### src/rtl/div_pkg.sv
// Shared definitions for the divider arbiter: FSM states, result-select encoding, default tag width.
// Latency: n/a (types and constants only).
// Backpressure: n/a.
package div_pkg;

  localparam int TAG_W_DEF = 4;

  typedef enum logic [1:0] {
    ST_IDLE  = 2'd0,
    ST_BUSY  = 2'd1,
    ST_DRAIN = 2'd2,
    ST_RESP  = 2'd3
  } state_t;

  typedef enum logic {
    OP_QUO = 1'b0,
    OP_REM = 1'b1
  } op_t;

endpackage

### src/rtl/div_arbiter_rr_arb2.sv
// Two-way round-robin arbiter; the last-grant pointer moves to whichever port is granted.
// Latency: grant is combinational from i_req/i_en; pointer updates on the clock edge that accepts.
// Backpressure: no grant while i_en is low; a grant is an accept (requests already qualified by caller).
//
// Ports:
//   clk, resetn : clock, async active-low reset (pointer resets to 1 so port 0 wins first)
//   i_req[1:0]  : qualified requests
//   i_en        : arbiter may grant this cycle
//   o_gnt[1:0]  : one-hot grant
module rr_arb2 (
  input  logic       clk,
  input  logic       resetn,
  input  logic [1:0] i_req,
  input  logic       i_en,
  output logic [1:0] o_gnt
);

  logic       r_last;
  logic [1:0] w_gnt;

  always_comb begin
    w_gnt = 2'b00;
    if (i_en) begin
      if (i_req == 2'b11) begin
        // Contention: favour the port that did not win last time.
        w_gnt = r_last ? 2'b01 : 2'b10;
      end else begin
        w_gnt = i_req;
      end
    end
  end

  always_ff @(posedge clk or negedge resetn) begin
    if (!resetn) begin
      r_last <= 1'b1;
    end else if (|w_gnt) begin
      r_last <= w_gnt[1];
    end
  end

  assign o_gnt = w_gnt;

endmodule

### src/rtl/div_arbiter.sv
// Shares one iterative divider between two requesters; returns quotient or remainder to the owner.
// Latency: accept at T -> div_o from T+1 -> div_complete_i at T+34 -> resp_valid from T+35.
// Backpressure: one op in flight; req_ready only in IDLE; RESP holds until resp_ready or owner flush.
//
// Ports:
//   req_*[1:0]     : per-requester valid/ready, signed, op (0 quo / 1 rem), x, y, tag
//   flush[1:0]     : cancel the requester's outstanding op (no effect on the other port's op)
//   resp_*         : per-port valid/ready, shared data and tag
//   div_*          : divider run strobe, signed select, operands; quotient/remainder/complete back
module div_arbiter
  import div_pkg::*;
#(
  parameter int TAG_W = TAG_W_DEF
) (
  input  logic                  clk,
  input  logic                  resetn,
  input  logic [1:0]            req_valid,
  output logic [1:0]            req_ready,
  input  logic [1:0]            req_signed,
  input  logic [1:0]            req_op,
  input  logic [1:0][31:0]      req_x,
  input  logic [1:0][31:0]      req_y,
  input  logic [1:0][TAG_W-1:0] req_tag,
  input  logic [1:0]            flush,
  output logic [1:0]            resp_valid,
  input  logic [1:0]            resp_ready,
  output logic [31:0]           resp_data,
  output logic [TAG_W-1:0]      resp_tag,
  output logic                  div_o,
  output logic                  div_signed_o,
  output logic [31:0]           div_x_o,
  output logic [31:0]           div_y_o,
  input  logic [31:0]           div_s_i,
  input  logic [31:0]           div_r_i,
  input  logic                  div_complete_i
);

  state_t           r_state;
  logic             r_owner;
  op_t              r_op;
  logic             r_signed;
  logic [31:0]      r_x;
  logic [31:0]      r_y;
  logic [TAG_W-1:0] r_tag;
  logic             r_div;
  logic [1:0]       r_resp_vld;
  logic [31:0]      r_resp_data;

  logic [1:0] w_gnt;
  logic       w_accept;
  logic       w_sel;
  logic       w_own_flush;
  logic       w_arb_en;

  // A port flushing this cycle is never offered ready, so it is removed from arbitration.
  // resetn gates the enable so req_ready reads 0 while reset is held.
  assign w_arb_en    = (r_state == ST_IDLE) && resetn;
  assign w_accept    = |w_gnt;
  assign w_sel       = w_gnt[1];
  assign w_own_flush = flush[r_owner];

  rr_arb2 u_rr_arb2 (
    .clk    (clk),
    .resetn (resetn),
    .i_req  (req_valid & ~flush),
    .i_en   (w_arb_en),
    .o_gnt  (w_gnt)
  );

  always_ff @(posedge clk or negedge resetn) begin
    if (!resetn) begin
      r_state     <= ST_IDLE;
      r_owner     <= 1'b0;
      r_op        <= OP_QUO;
      r_signed    <= 1'b0;
      r_x         <= '0;
      r_y         <= '0;
      r_tag       <= '0;
      r_div       <= 1'b0;
      r_resp_vld  <= 2'b00;
      r_resp_data <= '0;
    end else begin
      case (r_state)
        ST_IDLE: begin
          if (w_accept) begin
            r_owner  <= w_sel;
            r_signed <= req_signed[w_sel];
            r_op     <= op_t'(req_op[w_sel]);
            r_x      <= req_x[w_sel];
            r_y      <= req_y[w_sel];
            r_tag    <= req_tag[w_sel];
            r_div    <= 1'b1;
            r_state  <= ST_BUSY;
          end
        end
        ST_BUSY: begin
          if (w_own_flush) begin
            // Flush wins over a simultaneous completion. Otherwise keep the divider
            // running so its counter wraps back to zero before it is reused.
            if (div_complete_i) begin
              r_div   <= 1'b0;
              r_state <= ST_IDLE;
            end else begin
              r_state <= ST_DRAIN;
            end
          end else if (div_complete_i) begin
            r_resp_data <= (r_op == OP_REM) ? div_r_i : div_s_i;
            r_resp_vld  <= r_owner ? 2'b10 : 2'b01;
            r_div       <= 1'b0;
            r_state     <= ST_RESP;
          end
        end
        ST_DRAIN: begin
          if (div_complete_i) begin
            r_div   <= 1'b0;
            r_state <= ST_IDLE;
          end
        end
        ST_RESP: begin
          if (w_own_flush || resp_ready[r_owner]) begin
            r_resp_vld <= 2'b00;
            r_state    <= ST_IDLE;
          end
        end
        default: begin
          r_div      <= 1'b0;
          r_resp_vld <= 2'b00;
          r_state    <= ST_IDLE;
        end
      endcase
    end
  end

  assign req_ready    = w_gnt;
  assign resp_valid   = r_resp_vld;
  assign resp_data    = r_resp_data;
  assign resp_tag     = r_tag;
  assign div_o        = r_div;
  assign div_signed_o = r_signed;
  assign div_x_o      = r_x;
  assign div_y_o      = r_y;

endmodule

### config.mk
export PLATFORM = sky130hd
export DESIGN_NAME = div_arbiter
export DESIGN_NICKNAME = d
export VERILOG_FILES = /design/src/rtl/div_pkg.sv /design/src/rtl/div_arbiter_rr_arb2.sv /design/src/rtl/div_arbiter.sv
export SDC_FILE = /design/constraint.sdc
export NUM_CORES = 1
export LEC_CHECK = 0
export ABC_AREA = 1
export ABC_CLOCK_PERIOD_IN_PS = 4610
export BUFFER_PORTS_ARGS = -buffer_cell sky130_fd_sc_hd__buf_2
export CORE_AREA = 4 4 121 123
export CTS_CLUSTER_SIZE = 12
export DETAILED_ROUTE_END_ITERATION = 10
export DIE_AREA = 0 0 125 127
export PLACE_DENSITY = 0.84
export SLEW_MARGIN = 10
export SYNTH_ARGS = -nofsm -noshare
export SYNTH_HDL_FRONTEND = slang
export SYNTH_SLANG_ARGS = --single-unit
### constraint.sdc
create_clock -name clk -period 4.61 [get_ports clk]
set_input_delay 0.922 -clock clk [delete_from_list [all_inputs] [get_ports clk]]
set_output_delay 0.922 -clock clk [all_outputs]
set_load 0.05 [all_outputs]
==> flow_metrics.env, run 1 <==
export IMPL_syn_to_final_growth_pct=34.9
export IMPL_synthCells=732
export IMPL_critical_path_arrival_ns=1.91
export IMPL_initial_core_util=0.414
export IMPL_intPower_mw=2.65
export IMPL_status="finished, final reports clean"
export IMPL_pwr_share_comb=0.555
export IMPL_avgSynthCellArea_um2=7.72
export IMPL_setup_viol=0
export IMPL_rsz0062_at_grt="false"
export IMPL_clk_pin_slew_ns=0.07
export IMPL_met3_usage=0.0564
export IMPL_slew_headroom=0.310
export IMPL_p_leak_nw=4.60
export IMPL_drt_iter0_drc=219
export IMPL_crit_buf_inv=3
export IMPL_r2r_cells=9
export IMPL_final_common_cell="buf_2"
export IMPL_power_density_nw_per_um2=735
export IMPL_cts_root_buf="clkbuf_16"
export IMPL_postRouteWirelength_mm=16.0
export IMPL_r2r_start="r_state[0]$_DFFE_PN0P_"
export IMPL_grt_antenna_before_repair=2
export IMPL_slew_viol_final=0
export IMPL_cpMaxStageDelayCell="dfrtp_1"
export IMPL_final_cell_area_um2=7620
export IMPL_die_w_um=125
export IMPL_cp_common_cell="inv_1"
export IMPL_tritoncts="built"
export IMPL_grt_max_degree=113
export IMPL_max_freq_mhz=353
export IMPL_min_delay_start="resp_tag[3]$_DFFE_PN0P_"
export IMPL_slowest_delay_ns=0.42
export IMPL_cts_max_level=3
export IMPL_path_cells="inv_1 > ha_1 > nand2_1 > nor2_1 > nand2_4 > inv_1 > buf_2"
export IMPL_hpwl_mm=12.2
export IMPL_yosys_area_top_type="dfrtp_1"
export IMPL_place_ws_ns=1.65
export IMPL_num_fill_cells=1290
export IMPL_core_area_um2=13700
export IMPL_ant_nets=0
export IMPL_period_minus_slack_ns=2.83
export IMPL_whs_path_depth=2
export IMPL_numCtsBuffers=9
export IMPL_period_share=0.614
export IMPL_ys_types=20
export IMPL_first_global_vias=5386
export IMPL_ys_seq_elements=109
export IMPL_wl_per_cell_um=13.2
export IMPL_ir_worst_vdd_v=0.000326
export IMPL_worst_pin_slew_ns=1.03
export IMPL_pwr_share_seq=0.296
export IMPL_grt_overflow=0
export IMPL_crit_path_end_kind="output port"
export IMPL_ys_seq_area_frac=0.483
export IMPL_gp_congestion=0.834
export IMPL_placed_cells=1194
export IMPL_worst_slack_ns=1.78
export IMPL_cp_num_cells=7
export IMPL_p_sw_mw=2.95
export IMPL_ios=319
export IMPL_hold_violations=0
export IMPL_met1_usage=0.222
export IMPL_critPathLaunchType="register"
export IMPL_grt_util_all_layers=0.196
export IMPL_netlist_area_um2=5650
export IMPL_synth_nets=949
export IMPL_place_area_um2=7300
export IMPL_met2_usage=0.356
export IMPL_post_route_drc_count=0
export IMPL_drt_pass1_iter_count=4
export IMPL_crit_family="simple AND/OR/NAND/NOR gates"
export IMPL_vias=5592
export IMPL_clock_skew_final_ns=0.0106
export IMPL_synth_top_cell_area_share=0.478
export IMPL_fin_tns_setup_ns=0
export IMPL_yosys_warnings=0
export IMPL_nets=1242
export IMPL_clock_path_buffers=2
export IMPL_busiest_layer="met2"
export IMPL_cp_required_ns=3.69
export IMPL_postCtsSetupBuffers=0
export IMPL_clock_latency_ns=0.34
export IMPL_final_cell_mix="317 x buf_2, 299 x nand2_1, 115 x inv_1"
export IMPL_rows=43
export IMPL_die_h_um=127
export IMPL_swShare=0.527
export IMPL_yosys_top_cells_area="dfrtp_1 48%, nand2_1 20%, o211ai_1 9.3%"
export IMPL_dieArea_um2=15900
export IMPL_grt_pass1_wl_mm=25.5
export IMPL_drive_gt1_frac=0.338
export IMPL_critPathKind="register to output port"
export IMPL_worstPathMaxFanout=32
export IMPL_pwr_share_clk=0.148
export IMPL_hp_class="register to register"
export IMPL_crit_start="r_state[0]$_DFFE_PN0P_"
export IMPL_portBuffers=318
export IMPL_clkSinkCount=109
export IMPL_viasPerCell=4.62
export IMPL_cts_resized=0
export IMPL_max_cap_viol_count=0
export IMPL_ctsHoldBuffers=0
export IMPL_fin_cells=1211
==> worst min-delay path, stage by stage (launching register included) <==
cell and delay (ns):
dfrtp_1 0.34, nand2_1 0.05, nand2_1 0.05
==> synth_stat cells <==
library cell and count:
a21oi_1 2, buf_2 30, buf_4 6, buf_6 1, clkbuf_1 5, dfrtp_1 108
dfstp_2 1, ha_1 4, inv_1 115, inv_2 3, nand2_1 299, nand2_2 3
nand3_1 7, nand3_4 1, nand4_1 2, nor2_1 6, nor2_8 1, o211ai_1 70
o21a_1 32, o21ai_0 36
==> routing by layer <==
layer  up-vias  share of wire
met5         -        0.00075
met4         2          0.014
met3        18          0.085
met2       217           0.51
met1      2482           0.39
li1       2873              -
==> stage by stage <==
stage / utilization / hold WS [ns] / total power [mW]
floorplan: - / 0.482 / 4.02
global placement: 0.534 / 0.456 / 4.75
detailed placement: 0.534 / 0.461 / 4.81
CTS: 0.558 / 0.481 / 5.67
global route: 0.558 / 0.494 / 5.95
finish: 0.558 / 0.472 / 5.60
==> flip-flops by register name, summed over array words and instances, names as in the netlist <==
name / cells
resp_data: 32
r_state: 2
div_o: 1
div_x_o: 32
resp_tag: 4
resp_valid: 2
div_signed_o: 1
div_y_o: 32
u_rr_arb2.r_last: 1
r_owner: 1
r_op: 1
==> final cells by class <==
cell class | instances | area (µm²) | area share
antenna | 1 | 2.50 | 0.000328
clock buffer | 11 | 243 | 0.0318
clock inverter | 5 | 82.6 | 0.0108
inverter | 118 | 443 | 0.0581
multi-input combinational | 463 | 2260 | 0.296
sequential | 109 | 2730 | 0.358
tap | 180 | 225 | 0.0295
timing repair buffer | 324 | 1640 | 0.215
==> path summary, 6_finish.rpt <==
| path | endpoint | slack, ns |
|---|---|---|
| hold reg to reg | resp_tag[3]$_DFFE_PN0P_ | 0.47 |
| setup / recovery | req_ready[1] | 1.78 |
| setup reg to reg | div_y_o[17]$_DFFE_PN0P_ | 2.08 |
| max in group asynchronous | div_x_o[18]$_DFFE_PN0P_ | 2.70 |
| min in group asynchronous | resp_data[5]$_DFFE_PN0P_ | 0.70 |
| hold / removal | resp_tag[3]$_DFFE_PN0P_ | 0.47 |
==> power by group through the flow <==
| stage | clock (mW) | combinational, mW | sequential [mW] |
|---|---|---|---|
| 3_3_place_gp | 0 | 3.09 | 1.65 |
| 6_report | 0.831 | 3.11 | 1.66 |
| 5_1_grt | 0.897 | 3.33 | 1.72 |
| 3_5_place_dp | 0 | 3.15 | 1.66 |
| 2_1_floorplan | 0 | 0.861 | 3.16 |
| 4_1_cts | 0.861 | 3.15 | 1.66 |
==> cells by family (layout without fill, tap and decap cells) <==
logic type / Yosys count / count (layout) / synth area share
DFF: 109 / 109 / 0.483
adders and majority gates: 4 / 4 / 0.00886
buffers and inverters: 160 / 458 / 0.118
other: 0 / 1 / 0
AOI/OAI and AO/OA: 140 / 140 / 0.169
and+or+nand+nor: 319 / 319 / 0.221
(Power assumes the default switching activity.)
==> run 2, diff against run 1 <==
- ABC_CLOCK_PERIOD_IN_PS: 4610 -> 2300
- CORE_AREA: 4 4 121 123 -> not set
- CORE_MARGIN: not set -> 4
- CORE_UTILIZATION: not set -> 40
- DIE_AREA: 0 0 125 127 -> not set
- PLACE_DENSITY: 0.84 -> 0.85
- clock period: 4.61 -> 2.3 ns (I/O delays scaled with it)
==> run 2 against run 1 <==
Register-to-register slack got worse by 1.7 ns. Cell area rose by 0.74%. Routed wire length decreased by 0.85%.
==> flow_metrics.env, run 2 (same netlist as run 1, synthesis figures left out) <==
export IMPL_status="finished, final reports clean"
export IMPL_grt_antenna_before_repair=0
export IMPL_crit_path_end_kind="output port"
export IMPL_rsz0062_at_grt="false"
export IMPL_ir_worst_vdd_v=0.000737
export IMPL_critPathLaunchType="register"
export IMPL_numCtsBuffers=9
export IMPL_period_share=0.954
export IMPL_insertedDiodeCount=0
export IMPL_cts_root_buf="clkbuf_16"
export IMPL_nets=1244
export IMPL_drt_pass1_iter_count=4
export IMPL_drive_gt1_frac=0.338
export IMPL_cp_required_ns=1.84
export IMPL_cts_resized=0
export IMPL_clk_pin_slew_ns=0.07
export IMPL_first_global_vias=5227
export IMPL_final_cell_mix="315 x buf_2, 299 x nand2_1, 115 x inv_1"
export IMPL_wl_per_cell_um=13.1
export IMPL_die_w_um=127
export IMPL_fin_tns_setup_ns=0
export IMPL_hp_class="input pin to async pin"
export IMPL_period_minus_slack_ns=2.19
export IMPL_ios=319
export IMPL_total_power_mw=11.2
export IMPL_max_freq_mhz=456
export IMPL_multi_input_area_um2=2260
export IMPL_slew_viol_final=0
export IMPL_cts_max_level=3
export IMPL_place_ws_ns=0.390
export IMPL_tritoncts="built"
export IMPL_slew_headroom=0.612
export IMPL_max_cap_viol_count=0
export IMPL_power_density_nw_per_um2=1460
export IMPL_die_h_um=127
export IMPL_num_fill_cells=1307
export IMPL_grt_overflow=0
export IMPL_setup_viol=0
export IMPL_postCtsSetupBuffers=0
export IMPL_grt_pass1_wl_mm=25.1
export IMPL_clock_skew_final_ns=0.0124
export IMPL_clock_latency_ns=0.34
export IMPL_grt_util_all_layers=0.192
export IMPL_dieArea_um2=16100
export IMPL_worst_slack_ns=0.106
export IMPL_hold_violations=0
export IMPL_syn_to_final_growth_pct=35.9
export IMPL_worst_pin_slew_ns=0.582
export IMPL_ctsHoldBuffers=0
export IMPL_ant_nets=0
export IMPL_viasPerCell=4.64
export IMPL_drt_iter0_drc=192
export IMPL_postRouteWirelength_mm=15.9
export IMPL_critical_path_arrival_ns=1.73
export IMPL_clkSinkCount=109
export IMPL_clock_path_buffers=2
export IMPL_portBuffers=318
export IMPL_core_area_um2=13900
export IMPL_final_common_cell="buf_2"
export IMPL_rows=43
export IMPL_final_seq_area_um2=2730
export IMPL_worstPathMaxFanout=17
export IMPL_post_route_drc_count=0
export IMPL_grt_max_degree=110
export IMPL_hpwl_mm=12.2
export IMPL_gp_congestion=0.798
export IMPL_p_leak_nw=4.61
export IMPL_critPathKind="register to output port"
export IMPL_vias=5627
export IMPL_initial_core_util=0.407
-- run 2: area by class of cell --
type	count	share of cell area
multi-input cells	463	0.295
flip-flops and latches	109	0.355
clock buffers	12	0.0308
repair buffers	326	0.223
clock inverters	4	0.00978
inverters	118	0.0577
well taps	180	0.0293
-- run 2: final timing paths --
check	startpoint	to	slack [ns]	cells past startpoint
min in group clk	req_x[34]	div_x_o[2]$_DFFE_PN0P_	0.36	3
setup / recovery	r_state[0]$_DFFE_PN0P_	req_ready[1]	0.11	7
hold / removal	resetn	resp_data[10]$_DFFE_PN0P_	0.23	2
setup reg to reg	r_state[0]$_DFFE_PN0P_	div_x_o[31]$_DFFE_PN0P_	0.36	9
hold reg to reg	div_y_o[2]$_DFFE_PN0P_	div_y_o[2]$_DFFE_PN0P_	0.48	2
max in group asynchronous	resetn	div_x_o[8]$_DFFE_PN0P_	1.64	2
-- run 2: report_power, final --
| part | switching [mW] | internal (mW) | total (mW) |
|---|---|---|---|
| Sequential | 0.501 | 2.83 | 3.33 |
| Clock | 0.670 | 0.957 | 1.63 |
| Combinational | 4.73 | 1.53 | 6.26 |
-- run 2: per-stage QoR --
| step | area [µm²] | instances | hold slack, ns | utilization |
|---|---|---|---|---|
| global route | 7680 | 1212 | 0.288 | 0.553 |
| finish | 7680 | 1212 | 0.226 | 0.553 |
| global placement | 7360 | 1196 | 0.458 | 0.530 |
| CTS | 7670 | 1212 | 0.254 | 0.553 |
| detailed placement | 7360 | 1196 | 0.461 | 0.530 |
| floorplan | 5650 | 732 | 0.164 | - |
-- run 2: critical path: stages, from the launching register on --
cell     delay (ns)
dfrtp_1        0.42
inv_1          0.11
ha_1           0.18
nand2_1        0.09
nor2_2         0.17
nand2_4        0.16
inv_1          0.09
buf_4          0.19
-- run 2: metal layers --
metal,GRT usage,share of wire,up-vias
met2,0.333,0.49,227
met4,0.0751,0.021,0
met1,0.231,0.41,2494
met3,0.0442,0.085,24
li1,-,-,2882
met5,0,0,-
==> run 3, diff against run 2 <==
- BUFFER_PORTS_ARGS: -buffer_cell sky130_fd_sc_hd__buf_2 -> not set
- CELL_PAD_IN_SITES_DETAIL_PLACEMENT: not set -> 1
- CELL_PAD_IN_SITES_GLOBAL_PLACEMENT: not set -> 2
- CORE_UTILIZATION: 40 -> 30
- DONT_BUFFER_PORTS: not set -> 1
- PLACE_DENSITY: 0.85 -> 0.84
==> run 3 against run 2 <==
The run now ends with negative hold slack left. Cell area is 19% lower. Utilization decreased by 21 points. Via count down 17%. Sequential power rose by 99%. Clock skew is 0.00068 ns lower. Combinational power shrank 68%. Largest cell class unchanged. Non-clock buffer count is 315 lower. Global-route usage is 3.5 points lower. Worst setup slack better by 0.033 ns. Fmax increased by 1.5%. Routed wire length up 7.5%.
==> flow_metrics.env, run 3 (same netlist as run 1, synthesis figures left out) <==
export IMPL_status="complete, but fails checks"
export IMPL_violations="negative hold slack"
export IMPL_cpMaxStageDelayCell="dfrtp_1"
export IMPL_critPathKind="register to output port"
export IMPL_clock_latency_ns=0.35
export IMPL_hold_ws_ns=-0.199
export IMPL_rows=49
export IMPL_max_freq_mhz=463
export IMPL_wl_per_cell_um=18.0
export IMPL_r2r_cells=9
export IMPL_vias=4667
export IMPL_final_cell_mix="299 x nand2_1, 115 x inv_1, 108 x dfrtp_1"
export IMPL_die_h_um=145
export IMPL_critical_path_arrival_ns=1.70
export IMPL_dieArea_um2=21100
export IMPL_cts_root_buf="clkbuf_16"
export IMPL_critPathLaunchType="register"
export IMPL_place_ws_ns=0.290
export IMPL_nets=929
export IMPL_r2r_start="r_state[0]$_DFFE_PN0P_"
export IMPL_p_leak_nw=3.37
export IMPL_portBuffers=0
export IMPL_core_area_um2=18300
export IMPL_final_common_cell="nand2_1"
export IMPL_num_fill_cells=2229
export IMPL_grt_max_degree=111
export IMPL_ant_nets=0
export IMPL_postCtsSetupBuffers=0
export IMPL_initial_core_util=0.309
export IMPL_post_route_drc_count=0
export IMPL_fin_tns_setup_ns=0
export IMPL_setup_viol=0
export IMPL_slew_viol_final=0
export IMPL_slowest_delay_ns=0.42
export IMPL_power_density_nw_per_um2=1680
export IMPL_grt_util_all_layers=0.157
export IMPL_period_minus_slack_ns=2.16
export IMPL_rsz0062_at_grt="false"
export IMPL_worst_pin_slew_ns=0.764
export IMPL_max_cap_viol_count=0
export IMPL_hpwl_mm=12.7
export IMPL_tritoncts="built"
export IMPL_hold_violations=108
export IMPL_drive_gt1_frac=0.0502
export IMPL_period_share=0.939
export IMPL_grt_antenna_before_repair=0
export IMPL_numCtsBuffers=9
export IMPL_worst_slack_ns=0.140
export IMPL_ios=319
export IMPL_rr_endpoint="div_x_o[8]$_DFFE_PN0P_"
export IMPL_gp_congestion=0.768
export IMPL_worstPathMaxFanout=4
export IMPL_rrSetupSlack_ns=0.29
export IMPL_crit_path_end_kind="output port"
export IMPL_cp_required_ns=1.84
export IMPL_path_cells="inv_1 > ha_1 > nand2_1 > inv_1 > nand2_1 > a21oi_1 > buf_6"
export IMPL_insertedDiodeCount=0
export IMPL_drt_pass1_iter_count=4
export IMPL_grt_overflow=0
export IMPL_die_w_um=145
export IMPL_cts_max_level=3
export IMPL_clock_skew_final_ns=0.0117
export IMPL_clk_pin_slew_ns=0.09
export IMPL_drt_iter0_drc=175
export IMPL_slew_headroom=0.491
export IMPL_hp_class="input pin to async pin"
export IMPL_total_power_mw=10.5
export IMPL_grt_pass1_wl_mm=27.0
export IMPL_ir_worst_vdd_v=0.000591
export IMPL_clkSinkCount=109
export IMPL_first_global_vias=4795
export IMPL_clock_path_buffers=2
export IMPL_syn_to_final_growth_pct=9.85
export IMPL_postRouteWirelength_mm=17.1
export IMPL_viasPerCell=4.93
## run 3: cell count changes in the layout (fill, tap and decap cells not counted), sizes merged
cell and change:
buf -314, clkbuf -3, inv +3, clkinvlp -2
clkinv +1
## run 3: metal layers
layer / GRT usage / share of wire
met5: 0 / 0
met4: 0.0494 / 0.016
met3: 0.0686 / 0.10
met2: 0.262 / 0.48
met1: 0.183 / 0.40
## run 3: worst max-delay path, delay by kind of cell, from the launching register on
family	cells	cell delay [ns]
compound gates	1	0.20
fa+ha+maj	1	0.18
buf+inv	3	0.39
flops	1	0.42
simple gates	2	0.16
## run 3: stage by stage
step | hold WS, ns | area [µm²] | utilization | cells
finish | -0.199 | 6210 | 0.340 | 946
CTS | -0.227 | 6200 | 0.340 | 946
global route | -0.229 | 6210 | 0.340 | 946
floorplan | 0.164 | 5650 | - | 732
global placement | 0.167 | 5860 | 0.321 | 930
detailed placement | 0.168 | 5860 | 0.321 | 930
## run 3: what timing repair did
item,4_1_cts,5_1_grt
endpoints found under the hold margin,109,109
setup endpoints to repair,0,1
gates resized for setup,0,1
## run 3: power by group
group          switching, mW  internal (mW)  total [mW]  leakage (nW)
Combinational           1.17          0.863        2.03          1.90
Clock                  0.794           1.01        1.81         0.169
Sequential              3.86           2.76        6.62          1.31
Total                   5.82           4.64        10.5          3.37
## run 3: layout make-up
type,count,area (µm²),area share
clock buffer,10,239,0.0385
timing repair buffer,11,149,0.0240
sequential,109,2730,0.440
multi-input combinational,463,2260,0.364
clock inverter,6,103,0.0165
inverter,118,443,0.0713
tap,229,287,0.0462
## run 3: worst max-delay path by stage
stage | start | endpoint | slack [ns] | cells after the start
2_1_floorplan | r_state[0]$_DFFE_PN0P_ | req_ready[0] | 0.24 | 6
3_3_place_gp | r_state[0]$_DFFE_PN0P_ | div_x_o[4]$_DFFE_PN0P_ | 0.41 | 9
3_5_place_dp | r_state[0]$_DFFE_PN0P_ | div_x_o[0]$_DFFE_PN0P_ | 0.29 | 9
4_1_cts | r_state[0]$_DFFE_PN0P_ | req_ready[0] | 0.11 | 7
5_1_grt | r_state[0]$_DFFE_PN0P_ | req_ready[0] | 0.006 | 7
6_report | r_state[0]$_DFFE_PN0P_ | req_ready[0] | 0.14 | 7
